===== src/rtl/waveform_ctl.sv =====
// waveform_ctl: streams a channel's colour RAM out as a WS281x-style NRZ waveform.
// Each pixel bit is a timed high phase followed by a timed low phase, MSB first,
// and the frame ends with a low reset code followed by a one-cycle done pulse.
// Build option: define WAVEFORM_CTL_RGBW_EN for 32-bit RGBW pixels; otherwise
// pixels are 24-bit and RAM bits [31:24] are ignored.
module waveform_ctl #(
    parameter int RST_CYCLES = 5000
) (
    input  logic        clk_i,
    input  logic        rst_i,
    input  logic        start_i,
    input  logic [7:0]  reg_t0h_i,
    input  logic [7:0]  reg_t0l_i,
    input  logic [7:0]  reg_t1h_i,
    input  logic [7:0]  reg_t1l_i,
    input  logic [7:0]  reg_chan_len_i,
    output logic        ram_rd_en_o,
    output logic [7:0]  ram_rd_addr_o,
    input  logic [31:0] ram_rd_data_i,
    output logic        bit_o,
    output logic        busy_o,
    output logic        done_o
);

`ifdef WAVEFORM_CTL_RGBW_EN
    localparam int PIX_BITS = 32;
`else
    localparam int PIX_BITS = 24;
    logic unused_rd_hi;
    assign unused_rd_hi = ^ram_rd_data_i[31:24];
`endif
    localparam int RW = $clog2(RST_CYCLES + 1);

    typedef enum logic [2:0] {
        S_IDLE,
        S_FETCH,
        S_LOAD,
        S_HIGH,
        S_LOW,
        S_RESET
    } state_t;

    state_t                state_q, state_d;
    logic [7:0]            t0h_q, t0h_d, t0l_q, t0l_d, t1h_q, t1h_d, t1l_q, t1l_d;
    logic [7:0]            len_q, len_d;
    logic [8:0]            pix_cnt_q, pix_cnt_d;
    logic [7:0]            addr_q, addr_d;
    logic [PIX_BITS-1:0]   shift_q, shift_d;
    logic [PIX_BITS-1:0]   pre_q, pre_d;
    logic [4:0]            bit_cnt_q, bit_cnt_d;
    logic [7:0]            phase_q, phase_d;
    logic [RW-1:0]         rst_cnt_q, rst_cnt_d;
    logic                  rd_en_q, rd_en_d;
    logic                  pf_cap_q, pf_cap_d;
    logic                  done_q, done_d;

    logic                  enter_high;
    logic                  hi_bit;
    logic [PIX_BITS-1:0]   next_word;
    logic [PIX_BITS-1:0]   pix_word;

    assign next_word = ram_rd_data_i[PIX_BITS-1:0];

    function automatic logic [7:0] nz(input logic [7:0] v);
        return (v == 8'd0) ? 8'd1 : v;
    endfunction

    // Sequencer: frame state, bit/pixel/phase counters, prefetch and RAM strobe
    always_comb begin
        state_d    = state_q;
        t0h_d      = t0h_q;
        t0l_d      = t0l_q;
        t1h_d      = t1h_q;
        t1l_d      = t1l_q;
        len_d      = len_q;
        pix_cnt_d  = pix_cnt_q;
        addr_d     = addr_q;
        shift_d    = shift_q;
        pre_d      = pre_q;
        bit_cnt_d  = bit_cnt_q;
        phase_d    = phase_q;
        rst_cnt_d  = rst_cnt_q;
        rd_en_d    = 1'b0;
        pf_cap_d   = rd_en_q && (state_q == S_HIGH);
        done_d     = 1'b0;
        enter_high = 1'b0;
        hi_bit     = 1'b0;
        pix_word   = pf_cap_q ? next_word : pre_q;

        // Prefetched word arrives the cycle after its strobe.
        if (pf_cap_q) begin
            pre_d = next_word;
        end

        case (state_q)
            S_IDLE: begin
                if (start_i) begin
                    t0h_d     = nz(reg_t0h_i);
                    t0l_d     = nz(reg_t0l_i);
                    t1h_d     = nz(reg_t1h_i);
                    t1l_d     = nz(reg_t1l_i);
                    len_d     = reg_chan_len_i;
                    pix_cnt_d = '0;
                    addr_d    = '0;
                    rd_en_d   = 1'b1;
                    state_d   = S_FETCH;
                end
            end
            S_FETCH: begin
                state_d = S_LOAD;
            end
            S_LOAD: begin
                shift_d    = next_word;
                bit_cnt_d  = 5'(PIX_BITS - 1);
                enter_high = 1'b1;
                hi_bit     = next_word[PIX_BITS-1];
                state_d    = S_HIGH;
            end
            S_HIGH: begin
                if (phase_q == 8'd1) begin
                    phase_d = shift_q[PIX_BITS-1] ? t1l_q : t0l_q;
                    state_d = S_LOW;
                end else begin
                    phase_d = phase_q - 8'd1;
                end
            end
            S_LOW: begin
                if (phase_q != 8'd1) begin
                    phase_d = phase_q - 8'd1;
                end else if (bit_cnt_q != 5'd0) begin
                    shift_d    = shift_q << 1;
                    bit_cnt_d  = bit_cnt_q - 5'd1;
                    enter_high = 1'b1;
                    hi_bit     = shift_q[PIX_BITS-2];
                    state_d    = S_HIGH;
                end else if (pix_cnt_q != {1'b0, len_q}) begin
                    // When the prefetch capture lands on this very edge, take
                    // the word straight from the RAM bus.
                    shift_d    = pix_word;
                    bit_cnt_d  = 5'(PIX_BITS - 1);
                    pix_cnt_d  = pix_cnt_q + 9'd1;
                    enter_high = 1'b1;
                    hi_bit     = pix_word[PIX_BITS-1];
                    state_d    = S_HIGH;
                end else begin
                    rst_cnt_d = RW'(RST_CYCLES);
                    state_d   = S_RESET;
                end
            end
            S_RESET: begin
                if (rst_cnt_q == RW'(1)) begin
                    done_d  = 1'b1;
                    state_d = S_IDLE;
                end else begin
                    rst_cnt_d = rst_cnt_q - RW'(1);
                end
            end
            default: begin
                state_d = S_IDLE;
            end
        endcase

        if (enter_high) begin
            phase_d = hi_bit ? t1h_q : t0h_q;
            if ((bit_cnt_d == 5'd0) && (pix_cnt_d != {1'b0, len_q})) begin
                rd_en_d = 1'b1;
                addr_d  = addr_q + 8'd1;
            end
        end
    end

    // State and datapath registers with synchronous reset
    always_ff @(posedge clk_i) begin
        if (rst_i) begin
            state_q   <= S_IDLE;
            t0h_q     <= '0;
            t0l_q     <= '0;
            t1h_q     <= '0;
            t1l_q     <= '0;
            len_q     <= '0;
            pix_cnt_q <= '0;
            addr_q    <= '0;
            shift_q   <= '0;
            pre_q     <= '0;
            bit_cnt_q <= '0;
            phase_q   <= '0;
            rst_cnt_q <= '0;
            rd_en_q   <= 1'b0;
            pf_cap_q  <= 1'b0;
            done_q    <= 1'b0;
        end else begin
            state_q   <= state_d;
            t0h_q     <= t0h_d;
            t0l_q     <= t0l_d;
            t1h_q     <= t1h_d;
            t1l_q     <= t1l_d;
            len_q     <= len_d;
            pix_cnt_q <= pix_cnt_d;
            addr_q    <= addr_d;
            shift_q   <= shift_d;
            pre_q     <= pre_d;
            bit_cnt_q <= bit_cnt_d;
            phase_q   <= phase_d;
            rst_cnt_q <= rst_cnt_d;
            rd_en_q   <= rd_en_d;
            pf_cap_q  <= pf_cap_d;
            done_q    <= done_d;
        end
    end

    assign bit_o         = (state_q == S_HIGH);
    assign busy_o        = (state_q != S_IDLE);
    assign done_o        = done_q;
    assign ram_rd_en_o   = rd_en_q;
    assign ram_rd_addr_o = addr_q;

endmodule


===== config.mk =====
export PLATFORM = sky130hd
export DESIGN_NAME = waveform_ctl
export DESIGN_NICKNAME = d
export VERILOG_FILES = /design/src/rtl/waveform_ctl.sv
export SDC_FILE = /design/constraint.sdc
export NUM_CORES = 1
export LEC_CHECK = 0
export BUFFER_PORTS_ARGS = -buffer_cell sky130_fd_sc_hd__buf_4
export CORE_MARGIN = 5
export CORE_UTILIZATION = 53
export DETAILED_ROUTE_END_ITERATION = 10
export PLACE_DENSITY_LB_ADDON = 0.25
export SETUP_SLACK_MARGIN = 0.2
export SLEW_MARGIN = 25
export SYNTH_ARGS = -nofsm -noshare
export SYNTH_HDL_FRONTEND = slang
export SYNTH_SLANG_ARGS = --single-unit

===== constraint.sdc =====
create_clock -name clk_i -period 2.93 [get_ports clk_i]
set_input_delay 0.293 -clock clk_i [delete_from_list [all_inputs] [get_ports clk_i]]
set_output_delay 0.293 -clock clk_i [all_outputs]
set_load 0.1 [all_outputs]

---- Word-level counts from Yosys, hierarchy flattened ----
Cells that the tools add are included.
word-level totals
  register bits after elaboration ......... 137
  input port bits ......................... 75
  output and inout port bits .............. 12
  word-level logic and storage cells ...... 113
operators by class
  $add $sub $neg .......................... 5
  equal/unequal tests ..................... 19
  multiplexer cells ....................... 53
  bitwise gates (word level) .............. 1
  reductions and logical operators ........ 19
operator list
  operator                                                                 count
  8-bit two-way mux                                                        13
  24-bit two-way mux                                                       4
  13-bit two-way mux                                                       4
  24-bit case mux with 2 select lines                                      1
  9-bit two-way mux                                                        4
  8-bit logical NOT                                                        4
  13-bit case mux with 2 select lines                                      1
  3-bit two-way mux                                                        6
  9-bit by 8-bit != test with 1-bit output                                 2
  3-bit case mux with 6 select lines                                       1
  9-bit case mux with 2 select lines                                       1
  8-bit case mux with 2 select lines                                       1
  5-bit two-way mux                                                        3
  13-bit by 1-bit equality test with 1-bit output (second input constant)  1
  13-bit by 1-bit subtractor with 13-bit output (second input constant)    1
  2-bit != test (second input constant)                                    6
  1-bit two-way mux                                                        11
  5-bit case mux with 2 select lines                                       1
  9-bit by 1-bit adder with 9-bit output (second input constant)           1
  8-bit by 1-bit adder with 8-bit output (second input constant)           1
  8-bit by 1-bit equality test with 1-bit output (second input constant)   1
  8-bit by 1-bit != test with 1-bit output (second input constant)         1
  8-bit by 1-bit subtractor with 8-bit output (second input constant)      1
  3-bit by 2-bit equality test with 1-bit output (second input constant)   2
  other kinds (18)                                                         25

---- Logic depth before layout (Yosys ltp) ----
  word-level depth ........................ 9
  mapped depth ............................ 13
  depth with buffers taken out ............ 11

---- Worst setup path after synthesis ----
No wires, ideal clock.
  kind .................................... reg2reg
  from .................................... reg bit_cnt_q[0]
  to ...................................... reg addr_q[0] (netlist: ram_rd_addr_o[0])
  library setup time ...................... 159 ps
  arrival ................................. 2673 ps
  required time ........................... 2771 ps
  path slack .............................. 98 ps
  cell stages (with the launch flop) ...... 12
  path buffers ............................ 0
  clock period less this slack ............ 2832 ps
  path through ............................ dfxtp_1 -> inv_1 -> ha_1 -> nor4b_4 -> nand3_2 -> a311oi_2 -> xor2_1 -> a311o_1 -> o211ai_1 -> nor4_4 -> o31ai_2 -> mux2i_1
between the ends
  cells in the longest elaborated chain, start to end .. 8
  elaborated cells on any way between the ends .. 17
  classes of those cells .................. add/sub (1); eq/ne (1); mux (12); reduce/logical (3)
RTL lines
  item                                                                                      line  text
  start, declared                                                                           50    logic [4:0] bit_cnt_q, bit_cnt_d;
  start signal, assigned                                                                    202   bit_cnt_q <= bit_cnt_d;
  5-bit by 1-bit subtractor with 5-bit output (tied with other cells)                       132   bit_cnt_d = bit_cnt_q - 5'd1;
  5-bit two-way mux or 9-bit two-way mux (tied branches)                                    130   end else if (bit_cnt_q != 5'd0) begin
  5-bit two-way mux or 9-bit two-way mux (tied branches)                                    128   if (phase_q != 8'd1) begin
  5-bit case mux with 2 select lines or 9-bit case mux with 2 select lines (tied branches)  95    case (state_q)
  5-bit logical NOT or 9-bit by 8-bit != test with 1-bit output (tied branches)             165   if ((bit_cnt_d == 5'd0) && (pix_cnt_d != {1'b0, len_q})) begin
  1-bit logical AND                                                                         165
  8-bit two-way mux                                                                         165
  8-bit two-way mux *                                                                       163   if (enter_high) begin
  end signal, assigned                                                                      199   addr_q <= addr_d;
  end, declared                                                                             47    logic [7:0] addr_q, addr_d;
Every way passes the cells marked *; elsewhere a longest branch is shown, timed or not.
A chain may end at the register's enable or synchronous reset.

---- Worst setup path after layout ----
  from .................................... reg bit_cnt_q[1]
  to ...................................... reg addr_q[4] (netlist: ram_rd_addr_o[4])
The elaborated chain is that of the path after synthesis.

==> summary.txt <==
GRT
  – Largest net degree at the start of global routing: 49
  – Initial antenna violation count: 0
  – Vias in the first global route: 6,417
  – Total track usage: 0.227
  – First-pass GRT wire length: 30,100 um
  – Grt total ovfl: 0

Drt
  – Routed vias: 6,619
  – Vias per std cell: 5.76
  – # DRC: 0
  – Drt first-iter violations: 566
  – Wire per inst: 15.6 um
  – Routed wire length: 17,900 um
  – Drt pass-1 iters: 5
  – Number of nets still failing antenna checks after routing: 0

Flow run
  – Max cap viols: 0

Place
  – Pre-CTS setup slack: 0.00103 ns
  – Port Buffers: 78
  – Number of placed instances with taps included: 1,103
  – Routability cong.: 0.881
  – Hpwl dp: 11,600 um

Timing
  – Worst slew pin tran: 0.567 ns
  – Max Slew Vio Count: 0
  – Final period util: 0.994
  – Fmax: 0.343 GHz
  – Final period demand of the worst path: 2.91 ns
  – Final WS setup: 0.0183 ns
  – Clock skew: 0.00698 ns
  – Slew headroom: 0.622
  – Endpoints failing setup: 0
  – Final Hold Viols: 0
  – Setup tns final: 0 ns
  – RSZ-0062 raised after global routing: yes

Layout
  – Synth-to-layout area growth: 26.5%
  – # diodes: 0
  – FF+latch area: 2750 um2
  – Fillers: 1,041
  – Multi-input logic area: 4060 um2
  – Fraction of layout instances using a drive strength above 1: 0.224
  – Non-filler cells in the finished layout: 1,149
  – Final core utilization: 0.688
  – Most common cell after layout, fill and taps aside: buf_4
  – Leading cell types in the layout, fill and taps excluded: 144 x buf_4, 134 x dfxtp_1, 133 x nand2_1
  – Final nets: 1,050

Synthesis
  – Largest family of logic cells by synthesized area: simple AND/OR/NAND/NOR gates
  – XOR/XNOR share of the synthesized area: 0.0316
  – Sequential area share after synthesis: 0.396
  – Synth Area in Compound Gates: 0.219
  – Post-Syn Area: 6920 um2
  – Mapped Cells: 859
  – Mux contribution to synthesized area: 0.0552
  – Synthesis-stage register bit count: 137
  – Yosys warning count: 0
  – Simple-Gate Fraction of Synth Area: 0.242
  – Top FF cell, synth: dfxtp_1
  – Post-Synth Adder-Cell Area: 0.0145
  – EDFF count, synth: 0
  – Async SR Flop Fraction: 0
  – Syn_nets: 942
  – Syn avg cell area: 8.05 um2
  – Synth cell types: 71

Clock network
  – CTS tree: done
  – CTS Buf Count: 17
  – H-tree depth: 4
  – Clock Latency Late Sink: 0.42 ns
  – Register clock-pin slew on the reported worst setup and hold paths: 0.05 ns
  – Clock Sinks: 137
  – Clock buffer depth: 2
  – Clock root buffer: clkbuf_16

Worst setup path
  – Critical Path Sink Type: register
  – Crit Path Max Fanout: 7
  – WS Path Type: reg -> reg
  – Req. time, crit path: 3.22 ns
  – Worst EP arrival: 3.21 ns
  – Critical Path Start Type: register

Die
  – IO Pins: 87
  – Die Y: 124 um
  – Core ar.: 12,700 um2
  – Rows: 41
  – Die ar.: 15,400 um2
  – Starting Density: 0.544
  – Die W: 124 um

Power
  – Power Total: 9.07 mW
  – Leakage power: 3.28 nW
  – Pwr dens: 1040 nW/um2
  – Peak VDD IR: 0.000545 V

Status
  – Status: complete, no violations

Hold path
  – Hold WC Path Type: in -> reg
==> metrics by stage <==
| step | area (um2) | hold WS (ns) |
|---|---|---|
| after floorplan | 6930 | 0.429 |
| after global placement | 7920 | 0.442 |
| after detailed placement | 7920 | 0.445 |
| after CTS | 8680 | 0.103 |
| after global routing | 8750 | 0.109 |
| final | 8750 | 0.112 |
==> what timing repair did <==
item | in CTS | in global routing
pin swaps | 15 | 5
resized for setup | 26 | 12
gates cloned | 1 | 1
hold buffers | 0 | 0
setup endpoints to repair | 15 | 30
setup buffers | 13 | 2
==> power by group <==
part / leakage (nW) / internal [mW] / switching (mW)
clock: 0.275 / 1.29 / 0.738
sequential: 1.12 / 2.31 / 0.348
combinational: 1.89 / 1.77 / 2.62
total: 3.28 / 5.37 / 3.70
==> final cells by class <==
class,count,area share
Multi-Input combinational cell,648,0.464
Sequential cell,137,0.314
Timing Repair Buffer,147,0.127
Clock buffer,27,0.0598
Tap cell,172,0.0246
Inverter,16,0.00686
Clock inverter,2,0.00400
==> cell usage after synthesis, types with 3 or more instances <==
master | count | share of area
or3_1 | 7 | 0.0063
ha_1 | 8 | 0.014
buf_1 | 4 | 0.0022
o22ai_1 | 28 | 0.025
a21oi_1 | 76 | 0.055
nand4_1 | 6 | 0.0054
nor2_1 | 99 | 0.054
or4_1 | 5 | 0.0054
buf_2 | 4 | 0.0029
dfxtp_1 | 137 | 0.40
xor2_1 | 13 | 0.016
and3_1 | 7 | 0.0063
nor3b_1 | 3 | 0.0033
a211oi_1 | 47 | 0.051
nand3_1 | 14 | 0.010
nand3b_1 | 8 | 0.0087
o21ai_1 | 3 | 0.0022
o21ai_0 | 32 | 0.023
nand2b_1 | 8 | 0.0072
nor3_1 | 10 | 0.0072
nand4b_1 | 4 | 0.0051
inv_1 | 16 | 0.0087
mux2i_1 | 37 | 0.054
xnor2_1 | 12 | 0.015
o41ai_1 | 4 | 0.0051
o21bai_1 | 6 | 0.0065
and2_1 | 3 | 0.0027
clkbuf_1 | 51 | 0.028
a211o_1 | 3 | 0.0038
nor4_1 | 6 | 0.0054
nor2b_1 | 11 | 0.0099
a31oi_1 | 5 | 0.0045
nand2_1 | 136 | 0.074
a21o_1 | 3 | 0.0033
==> routing by layer <==
metal | global-route usage | up-vias | share of wire
met4 | 0.0832 | 0 | 0.018
met1 | 0.295 | 3118 | 0.45
met5 | 0 | - | 0
met2 | 0.374 | 199 | 0.48
met3 | 0.0446 | 27 | 0.052
li1 | - | 3275 | -
==> registers in the layout (all words and copies together), names as in the netlist <==
| name | cells |
|---|---|
| t0h_q | 8 |
| len_q | 8 |
| pf_cap_q | 1 |
| phase_q | 8 |
| t0l_q | 8 |
| t1h_q | 8 |
| ram_rd_en_o | 1 |
| pre_q | 24 |
| pix_cnt_q | 9 |
| bit_cnt_q | 5 |
| t1l_q | 8 |
| rst_cnt_q | 13 |
| state_q | 3 |
| done_o | 1 |
| ram_rd_addr_o | 8 |
| shift_q | 24 |
==> path summary, 6_finish.rpt <==
path | startpoint | endpoint | slack (ns) | depth (start not counted)
worst max-delay path | bit_cnt_q[1] | ram_rd_addr_o[4] | 0.02 | 13
worst min-delay path | reg_t1l_i[0] | t1l_q[0] | 0.11 | 3
worst max register to register | bit_cnt_q[1] | ram_rd_addr_o[4] | 0.02 | 13
worst min register to register | t0h_q[3] | t0h_q[3] | 0.45 | 2
==> critical path, cell delays in order (launching register included) <==
cell and delay [ns]:
dfxtp_2 0.32, inv_2 0.07, ha_4 0.13, nor4b_4 0.18
buf_4 0.19, nand3_4 0.13, o311a_1 0.34, a21oi_2 0.14
o311ai_1 0.13, nand4bb_1 0.25, nor4_4 0.49, buf_4 0.22
a211oi_2 0.04, o21bai_1 0.15
==> cell families after synthesis <==
logic type / Yosys count
flops: 137
compound gates: 231
simple gates: 345
mux: 38
fa+ha+maj: 8
buf+inv: 75
xor+xnor: 25
Note: power is estimated with default switching activity, not from simulation.
